## src/rtl/uart_tx_cfg.sv

```systemverilog
// uart_tx_cfg: parametrised UART transmitter with a small transmit FIFO.
//
// The host pushes words with tx_start. Queued words are sent as frames made of
// a start bit, DATA_BITS data bits (LSB first), an optional parity bit and
// STOP_BITS stop bits. When a frame ends and the FIFO holds another word, the
// next start bit follows with no idle cycle in between.
//
// Ports
//   clk       system clock, rising edge
//   rst       asynchronous reset, active-high
//   tx_start  push data_in into the FIFO on this edge (dropped if full)
//   data_in   word to send, sampled only on the push edge
//   tx_ready  registered; FIFO not full, so a tx_start now is accepted
//   overflow  registered 1-cycle pulse: a push arrived while the FIFO was full
//   tx        registered serial output, idles high
//   busy      registered; a frame is in progress or words are queued
module uart_tx_cfg #(
  parameter int CLKS_PER_BIT = 868,
  parameter int DATA_BITS    = 8,
  parameter int PARITY       = 0,
  parameter int STOP_BITS    = 1,
  parameter int FIFO_DEPTH   = 4
) (
  input  logic                 clk,
  input  logic                 rst,
  input  logic                 tx_start,
  input  logic [DATA_BITS-1:0] data_in,
  output logic                 tx_ready,
  output logic                 overflow,
  output logic                 tx,
  output logic                 busy
);

  localparam int BAUD_W = (CLKS_PER_BIT > 1) ? $clog2(CLKS_PER_BIT) : 1;
  localparam int PTR_W  = (FIFO_DEPTH > 1) ? $clog2(FIFO_DEPTH) : 1;
  localparam int CNT_W  = $clog2(FIFO_DEPTH + 1);

  localparam logic [BAUD_W-1:0] BAUD_LAST = BAUD_W'(CLKS_PER_BIT - 1);
  localparam logic [3:0]        DATA_LAST = 4'(DATA_BITS - 1);
  localparam logic [3:0]        STOP_LAST = 4'(STOP_BITS - 1);
  localparam logic [CNT_W-1:0]  CNT_FULL  = CNT_W'(FIFO_DEPTH);

  typedef enum logic [2:0] {
    S_IDLE,
    S_START,
    S_DATA,
    S_PARITY,
    S_STOP
  } state_t;

  // Even parity is the XOR of the data bits; odd parity is its inverse.
  function automatic logic parity_bit(input logic [DATA_BITS-1:0] d);
    if (PARITY == 1) begin
      return ~(^d);
    end
    return ^d;
  endfunction

  // FIFO storage and bookkeeping
  logic [DATA_BITS-1:0] fifo_mem [FIFO_DEPTH];
  logic [PTR_W-1:0]     wr_ptr;
  logic [PTR_W-1:0]     rd_ptr;
  logic [CNT_W-1:0]     count;
  logic [CNT_W-1:0]     count_next;
  logic                 full;
  logic                 empty;
  logic                 push;
  logic                 pop;

  // Serialiser state
  state_t               state;
  state_t               state_next;
  logic [BAUD_W-1:0]    baud_cnt;
  logic [BAUD_W-1:0]    baud_next;
  logic [3:0]           bit_cnt;
  logic [3:0]           bit_next;
  logic                 tx_next;
  logic                 shift_en;
  logic [DATA_BITS-1:0] shift_q;
  logic                 par_q;
  logic                 baud_done;

  assign full      = (count == CNT_FULL);
  assign empty     = (count == '0);
  assign push      = tx_start & ~full;
  assign baud_done = (baud_cnt == BAUD_LAST);

  // A simultaneous push and pop leaves the occupancy unchanged.
  always_comb begin
    count_next = count;
    case ({push, pop})
      2'b10:   count_next = count + 1'b1;
      2'b01:   count_next = count - 1'b1;
      default: count_next = count;
    endcase
  end

  // Next-state logic. tx_next is the value tx takes after this edge, so each
  // branch that enters a new bit also chooses that bit's line level.
  always_comb begin
    state_next = state;
    baud_next  = baud_cnt;
    bit_next   = bit_cnt;
    tx_next    = tx;
    pop        = 1'b0;
    shift_en   = 1'b0;
    case (state)
      S_IDLE: begin
        tx_next   = 1'b1;
        baud_next = '0;
        bit_next  = '0;
        if (!empty) begin
          pop        = 1'b1;
          state_next = S_START;
          tx_next    = 1'b0;
        end
      end
      S_START: begin
        if (baud_done) begin
          baud_next  = '0;
          bit_next   = '0;
          state_next = S_DATA;
          tx_next    = shift_q[0];
          shift_en   = 1'b1;
        end else begin
          baud_next = baud_cnt + 1'b1;
        end
      end
      S_DATA: begin
        if (baud_done) begin
          baud_next = '0;
          if (bit_cnt == DATA_LAST) begin
            bit_next = '0;
            if (PARITY != 0) begin
              state_next = S_PARITY;
              tx_next    = par_q;
            end else begin
              state_next = S_STOP;
              tx_next    = 1'b1;
            end
          end else begin
            bit_next = bit_cnt + 4'd1;
            tx_next  = shift_q[0];
            shift_en = 1'b1;
          end
        end else begin
          baud_next = baud_cnt + 1'b1;
        end
      end
      S_PARITY: begin
        if (baud_done) begin
          baud_next  = '0;
          bit_next   = '0;
          state_next = S_STOP;
          tx_next    = 1'b1;
        end else begin
          baud_next = baud_cnt + 1'b1;
        end
      end
      S_STOP: begin
        if (baud_done) begin
          baud_next = '0;
          if (bit_cnt == STOP_LAST) begin
            bit_next = '0;
            // Back-to-back frames: pop and start the next frame on this edge.
            if (!empty) begin
              pop        = 1'b1;
              state_next = S_START;
              tx_next    = 1'b0;
            end else begin
              state_next = S_IDLE;
              tx_next    = 1'b1;
            end
          end else begin
            bit_next = bit_cnt + 4'd1;
          end
        end else begin
          baud_next = baud_cnt + 1'b1;
        end
      end
      default: begin
        state_next = S_IDLE;
        tx_next    = 1'b1;
        baud_next  = '0;
        bit_next   = '0;
      end
    endcase
  end

  // Control registers: reset asynchronously so tx returns high at once.
  always_ff @(posedge clk or posedge rst) begin
    if (rst) begin
      state    <= S_IDLE;
      baud_cnt <= '0;
      bit_cnt  <= '0;
      tx       <= 1'b1;
      busy     <= 1'b0;
      tx_ready <= 1'b1;
      overflow <= 1'b0;
      count    <= '0;
      wr_ptr   <= '0;
      rd_ptr   <= '0;
    end else begin
      state    <= state_next;
      baud_cnt <= baud_next;
      bit_cnt  <= bit_next;
      tx       <= tx_next;
      busy     <= (state_next != S_IDLE) || (count_next != '0);
      tx_ready <= (count_next != CNT_FULL);
      overflow <= tx_start & full;
      count    <= count_next;
      if (push) begin
        wr_ptr <= wr_ptr + 1'b1;
      end
      if (pop) begin
        rd_ptr <= rd_ptr + 1'b1;
      end
    end
  end

  // Data registers: contents are don't-care until written, so no reset.
  always_ff @(posedge clk) begin
    if (push) begin
      fifo_mem[wr_ptr] <= data_in;
    end
    if (pop) begin
      shift_q <= fifo_mem[rd_ptr];
      par_q   <= parity_bit(fifo_mem[rd_ptr]);
    end else if (shift_en) begin
      shift_q <= shift_q >> 1;
    end
  end

endmodule
```

## config.mk

```make
export PLATFORM = sky130hd
export DESIGN_NAME = uart_tx_cfg
export DESIGN_NICKNAME = d
export VERILOG_FILES = /design/src/rtl/uart_tx_cfg.sv
export SDC_FILE = /design/constraint.sdc
export NUM_CORES = 1
export LEC_CHECK = 0
export CAP_MARGIN = 10
export CORE_AREA = 2 2 110 69
export DETAILED_ROUTE_END_ITERATION = 7
export DIE_AREA = 0 0 112 71
export PLACE_DENSITY_LB_ADDON = 0.08
export SYNTH_ARGS = -nofsm -noshare
export SYNTH_HDL_FRONTEND = slang
export SYNTH_SLANG_ARGS = --single-unit
```

## constraint.sdc

```tcl
create_clock -name clk -period 3.9 [get_ports clk]
set_input_delay 0.975 -clock clk [delete_from_list [all_inputs] [get_ports clk]]
set_output_delay 0.975 -clock clk [all_outputs]
set_load 0.03 [all_outputs]
```

# Yosys cells after proc, flatten, opt, wreduce, memory -nomap -nowiden

Memories as Yosys holds them, arrays and structs flattened.
Index checks and enable logic that the tools add are counted.

$add $sub $neg: 6
$mul: 0
Divide/modulo/power cells: 0
$lt $le $gt $ge: 0
Eq/ne operators: 16
Shift operators: 0
Multiplexer cells: 38
Bitwise logic cells: 3
Reductions and logical operators: 11

Operators with widths:

| kind                                                            | number |
|---|---|
| 3-bit 2-to-1 mux                                                | 7 |
| 10-bit 2-to-1 mux                                               | 2 |
| 4-bit 2-to-1 mux                                                | 5 |
| 1-bit 2-to-1 mux                                                | 16 |
| 8-bit 2-to-1 mux                                                | 2 |
| 3-bit case mux with 5 select lines                              | 1 |
| 4-bit case mux with 3 select lines                              | 1 |
| 10-bit by 1-bit adder with 10-bit output, second input constant | 1 |
| 10-bit == test, second input constant                           | 1 |
| 2-bit inequality test, second input constant                    | 5 |
| 3-bit by 2-bit == test with 1-bit output, second input constant | 2 |
| 3-bit == test, second input constant                            | 2 |
| 3-bit logical NOT                                               | 2 |
| 3-bit case mux with 2 select lines                              | 1 |
| 3-bit nonzero test                                              | 2 |
| 1-bit case mux with 5 select lines                              | 1 |
| 5-bit AND reduction                                             | 1 |
| 2-bit by 1-bit adder with 2-bit output, second input constant   | 2 |
| 4-bit by 1-bit adder with 4-bit output, second input constant   | 1 |
| 4-bit by 3-bit == test with 1-bit output, second input constant | 1 |
| 4-bit logical NOT                                               | 1 |
| 1-bit case mux with 2 select lines                              | 2 |
| 4-bit OR reduction                                              | 1 |
| 3-bit by 1-bit adder with 3-bit output, second input constant   | 1 |
| other kinds (12)                                                | 13 |

Flip-flop bits (word level): 36
Latch bits: 0
RAM bits: 32
Memory bits (read-only): 0
Bits of input ports: 11
Logic and storage cells: 86
Memories kept: 1

Memory list:

| name     | words | width | rd ports | clocked after memory_dff | wr ports | RTL line | RTL |
|---|---|---|---|---|---|---|---|
| fifo_mem | 4     | 8     | 1        | 0                        | 1        | 60       | `logic [DATA_BITS-1:0] fifo_mem [FIFO_DEPTH];` |

# Logic depth before layout (Yosys ltp)

Word-level depth: 9
Depth in mapped cells: 14

# Worst setup path after synthesis

No wires, ideal clock.

Path kind: register to register
Start: register baud_cnt[0]
End: register busy
Arrival time: 3021 ps
Data required time: 3762 ps
Setup slack: 740 ps
Stages on the path, launching flop included: 14
Path buffers: 1
Period minus slack after synthesis: 3160 ps
Cells stage by stage: dfrtp_1 -> ha_1 -> nor3b_4 -> nand4_2 -> a21o_1 -> buf_6 -> inv_1 -> ha_1 -> inv_1 -> fa_1 -> xor2_1 -> o21a_1 -> a211oi_1 -> or4b_1

Longest elaborated chain between the ends: 7
Elaborated cells between the ends (all ways): 14
Classes of those cells: eq/ne (3); mux (8); reduce/logical (3)

Ends and longest elaborated chain:

| element                                                                   | RTL line | RTL |
|---|---|---|
| start, declared                                                           | 73       | `logic [BAUD_W-1:0] baud_cnt;` |
| start signal, assigned                                                    | 205      | `baud_cnt <= baud_next;` |
| 10-bit == test *                                                          | 86       | `assign baud_done = (baud_cnt == BAUD_LAST);` |
| 1-bit 2-to-1 mux                                                          | 161      | `if (baud_done) begin` |
| 1-bit case mux with 2 select lines                                        | 107      | `case (state)` |
| 2-bit by 1-bit == test with 1-bit output or 2-bit == test (tied branches) | 91       | `case ({push, pop})` |
| 3-bit case mux with 2 select lines                                        | 91       |  |
| 3-bit nonzero test                                                        | 208      | `busy <= (state_next != S_IDLE) \|\| (count_next != '0);` |
| 1-bit logical OR *                                                        | 208      |  |
| end signal, assigned                                                      | 208      |  |
| end, declared                                                             | 31       | `output logic busy` |

Every way passes the cells marked *; elsewhere a longest branch is shown, timed or not.
A chain may end at the register's enable or synchronous reset.

# Final worst setup path

Same ends and word-level chain as after synthesis.

==> run summary <==
STATUS
----------------------------------------------------------------------------------
Outcome ............................................................. finished clean

GRT
----------------------------------------------------------------------------------
Remaining Overflow, GRT .............................................            0
Maximum number of pins on one net before global-route repair ........           25
Initial antenna violation count .....................................            0
Via count of the first global-routing pass ..........................         1744
First-pass GRT wire length ..........................................     9.356 mm
Global-route usage over all layers ..................................       0.1580

DRT
----------------------------------------------------------------------------------
Number of DRC markers after the initial detailed-route iteration ....           99
Total wire length after detailed routing ............................     5.501 mm
Drt drc .............................................................            0
Routed vias/inst ....................................................        5.243
Number of optimization iterations in the first detailed-route pass ..            4
Via total after detailed routing ....................................         1793
Routed length on met3 ...............................................  281 microns
Remaining number of nets flagged by the antenna check after routing .            0
Average wire length per cell after detail routing ................... 16.08 microns
Metal1 wirelength ...................................................     3.045 mm
Top routing layer used ..............................................         met4
Met2 wire length ....................................................     2.118 mm

STA
----------------------------------------------------------------------------------
Final clock skew ....................................................  0.004179 ns
Max-slew violations .................................................            0
Hold violation total from the final report ..........................            0
Unrepaired setup endpoints after global routing .....................        false
Share of the clock period used by the worst path after layout .......       0.8661
Setup-failing EPs final .............................................            0
Highest attainable clock frequency ..................................    296.1 MHz
Final-layout setup total negative slack .............................         0 ns
Worst rel slew slack ................................................       0.5665
Tightest Pin Transition .............................................    0.6503 ns
Post-Route Hold Slack ...............................................    0.4610 ns
Time the final worst path needs with I/O delays and setup ...........     3.378 ns

SETUP PATH
----------------------------------------------------------------------------------
Family with the most delay on the worst path ........................ simple AND/OR/NAND/NOR gates
Critical path destination ...........................................         busy
Kind of end point of the critical path ..............................     register
Data required, critical path ........................................      4.09 ns
Slowest stage cell on the critical path .............................       or4b_1
Kind of critical path ...............................................      reg2reg
Kind of start point of the critical path ............................     register
Data arrival, critical path .........................................      3.57 ns
R2r startpoint ......................................................  baud_cnt[0]
Critical Path Source ................................................  baud_cnt[0]
Critical path depth .................................................           12
Worst reg-to-reg path cell count ....................................           12
Reg2reg setup slack .................................................      0.52 ns
Max stage delay on crit path ........................................      0.47 ns
Endpoint of the lowest-slack register-to-register path ..............         busy
Cells along the critical path ....................................... ha_1, nor3b_4, nand4_2, a21o_1, inv_1, ha_1, inv_1, fa_1, xor2_1, o21a_1, a211oi_1, or4b_1
Crit path buffers/inverters .........................................            2
Maximum fanout along the worst path .................................            8

SYNTHESIS
----------------------------------------------------------------------------------
Synth warnings ......................................................            0
Post-synthesis register bit count ...................................           68
Synth area leaders .................................................. edfxtp_1 (38%), dfrtp_1 (20%), mux4_2 (5.7%)
Average cell area after synthesis ...................................  14.11 sq um
Post-synthesis cell type with the largest combined area .............     edfxtp_1
Most instantiated flip-flop cell in the synthesis netlist ...........     edfxtp_1
Nets in the synthesized netlist .....................................          245
Fraction of post-synthesis cell area in the top cell type by area ...       0.3783
Number of instances in the synthesized netlist ......................          225
Sequential area share after synthesis ...............................       0.5997
Mapped cell area .................................................... 0.003176 sq mm
Number of enable-type register cells in the synthesized netlist .....           40
Unique masters post-synth ...........................................           58
Post-synth ARST share ...............................................       0.4118
Top-count cell post-synth ...........................................     edfxtp_1
Leading cell types by count after synthesis ......................... edfxtp_1 (40), dfrtp_1 (26), nor2_1 (14), inv_1 (12), xnor2_1 (9)

FINAL LAYOUT
----------------------------------------------------------------------------------
P&R area growth vs syn ..............................................       17.14%
Non-filler cells, final .............................................          342
# diodes ............................................................            0
Layout net count ....................................................          266
Share of final-layout standard cells stronger than drive strength 1 .       0.1753
Final design instance area without fill ............................. 0.003720 sq mm

CTS
----------------------------------------------------------------------------------
Skew-Pair Late Insertion Delay ......................................      0.33 ns
Number of sinks on the clock net ....................................           68
CTS-repair resized insts ............................................            0
Number of hold buffers added after CTS ..............................            0
Maximum buffer depth of the clock tree ..............................            2
CTS H-tree lvls .....................................................            3
Number of buffers created by CTS ....................................            9
Post-CTS Setup Repair Bufs ..........................................            0
Clock tree from TritonCTS ...........................................          yes
Root buffer selected by CTS .........................................    clkbuf_16
Clock transition at the registers of the reported paths .............      0.05 ns

FLOORPLAN
----------------------------------------------------------------------------------
I/O Pins ............................................................           15
Width of the die ....................................................  112 microns
Cell Rows ...........................................................           24
Area of the die ..................................................... 0.007952 sq mm
Vert. Die Dim .......................................................   71 microns
Initial standard-cell utilization of the core .......................       0.4519
Core area ........................................................... 0.007027 sq mm

PWR
----------------------------------------------------------------------------------
Worst IR drop on VDD ................................................    0.3262 mV
Leak pwr ............................................................     1.434 nW
Pwr per Cell Area ................................................... 647.0 mW/mm^2

PLACEMENT
----------------------------------------------------------------------------------
Sum of net half-perimeters after detailed placement .................     3.790 mm
IO buf count ........................................................           14
Standard cell area after detailed placement ......................... 0.003411 sq mm
Instance count after placement with tap cells included ..............          326
Placer congestion estimate ..........................................       0.7459

MIN PATH
----------------------------------------------------------------------------------
Worst min-delay path category .......................................      reg2reg

JOB
----------------------------------------------------------------------------------
Max capacitance violation total .....................................            0

## worst reg2reg max path: stages (launching register included)
cell and delay, ns:
dfrtp_1 0.37, ha_1 0.29, nor3b_4 0.41, nand4_2 0.22, a21o_1 0.26, inv_1 0.07, ha_1 0.17, inv_1 0.06
fa_1 0.37, xor2_1 0.16, o21a_1 0.19, a211oi_1 0.22, or4b_1 0.47
## where the power goes
part,internal [mW],switching [mW],leakage (nW)
logic,0.259,0.242,0.573
registers,0.933,0.144,0.714
clock network,0.556,0.273,0.147
## worst min path at each step
stage | from | to | slack (ns) | cells after the start
4_1_cts | baud_cnt[0] | baud_cnt[0] | 0.47 | 1
6_report | baud_cnt[0] | baud_cnt[0] | 0.46 | 1
3_3_place_gp | baud_cnt[0] | baud_cnt[0] | 0.45 | 1
5_1_grt | baud_cnt[0] | baud_cnt[0] | 0.49 | 1
3_5_place_dp | baud_cnt[0] | baud_cnt[0] | 0.46 | 1
2_1_floorplan | baud_cnt[0] | baud_cnt[0] | 0.43 | 1
## routing by layer
| metal | GRT usage | up-vias |
|---|---|---|
| met1 | 0.2551 | 869 |
| met3 | 0.06170 | 6 |
| met4 | 0.04878 | 0 |
| met2 | 0.1892 | 38 |
| met5 | 0 | - |
| li1 | - | 880 |
## layout by cell type, fill, tap and decap left out, types with 6 or more instances in the layout
cell type,instances
xnor2_1,9
dfrtp_1,26
clkbuf_16,9
nand2_1,7
nor2_1,14
nand3_1,8
nor3_1,6
ha_1,8
inv_1,12
mux4_2,8
mux2_4,6
edfxtp_1,40
clkdlybuf4s50_1,14
## sequential cells by signal, indices dropped and copies added (netlist names)
register,flops
rd_ptr,2
baud_cnt,10
wr_ptr,2
fifo_mem,32
count,3
bit_cnt,4
tx_ready,1
overflow,1
shift_q,8
busy,1
tx,1
state,3
## cells by family after synthesis
kind of cell	count (synthesis)	share of synthesized area
multiplexers	17	0.09574
XOR/XNOR	13	0.03586
flip-flops	68	0.5997
AND/OR/NAND/NOR	72	0.1344
buffers and inverters	21	0.03191
adder cells (fa/ha/maj)	9	0.03783
AO/OA/AOI/OAI	25	0.06462
## per-stage QoR
stage,power [mW],utilization,worst slack [ns]
after floorplan,1.448,-,0.7404
after global placement,1.597,0.4854,0.6177
after detailed placement,1.600,0.4854,0.5242
after CTS,2.444,0.5294,0.4970
after global routing,2.559,0.5294,0.2561
final,2.407,0.5294,0.5223
## layout make-up
cell class	instances	area, sq um
Fill cell	607	3307
Tap cell	91	113.9
Clock inverter	5	76.32
Clock buffer	11	232.7
Inverter	12	45.04
Sequential cell	68	1904
Timing Repair Buffer	19	177.7
Multi-Input combinational cell	136	1170
No activity file was read; power rests on OpenSTA's default activity.
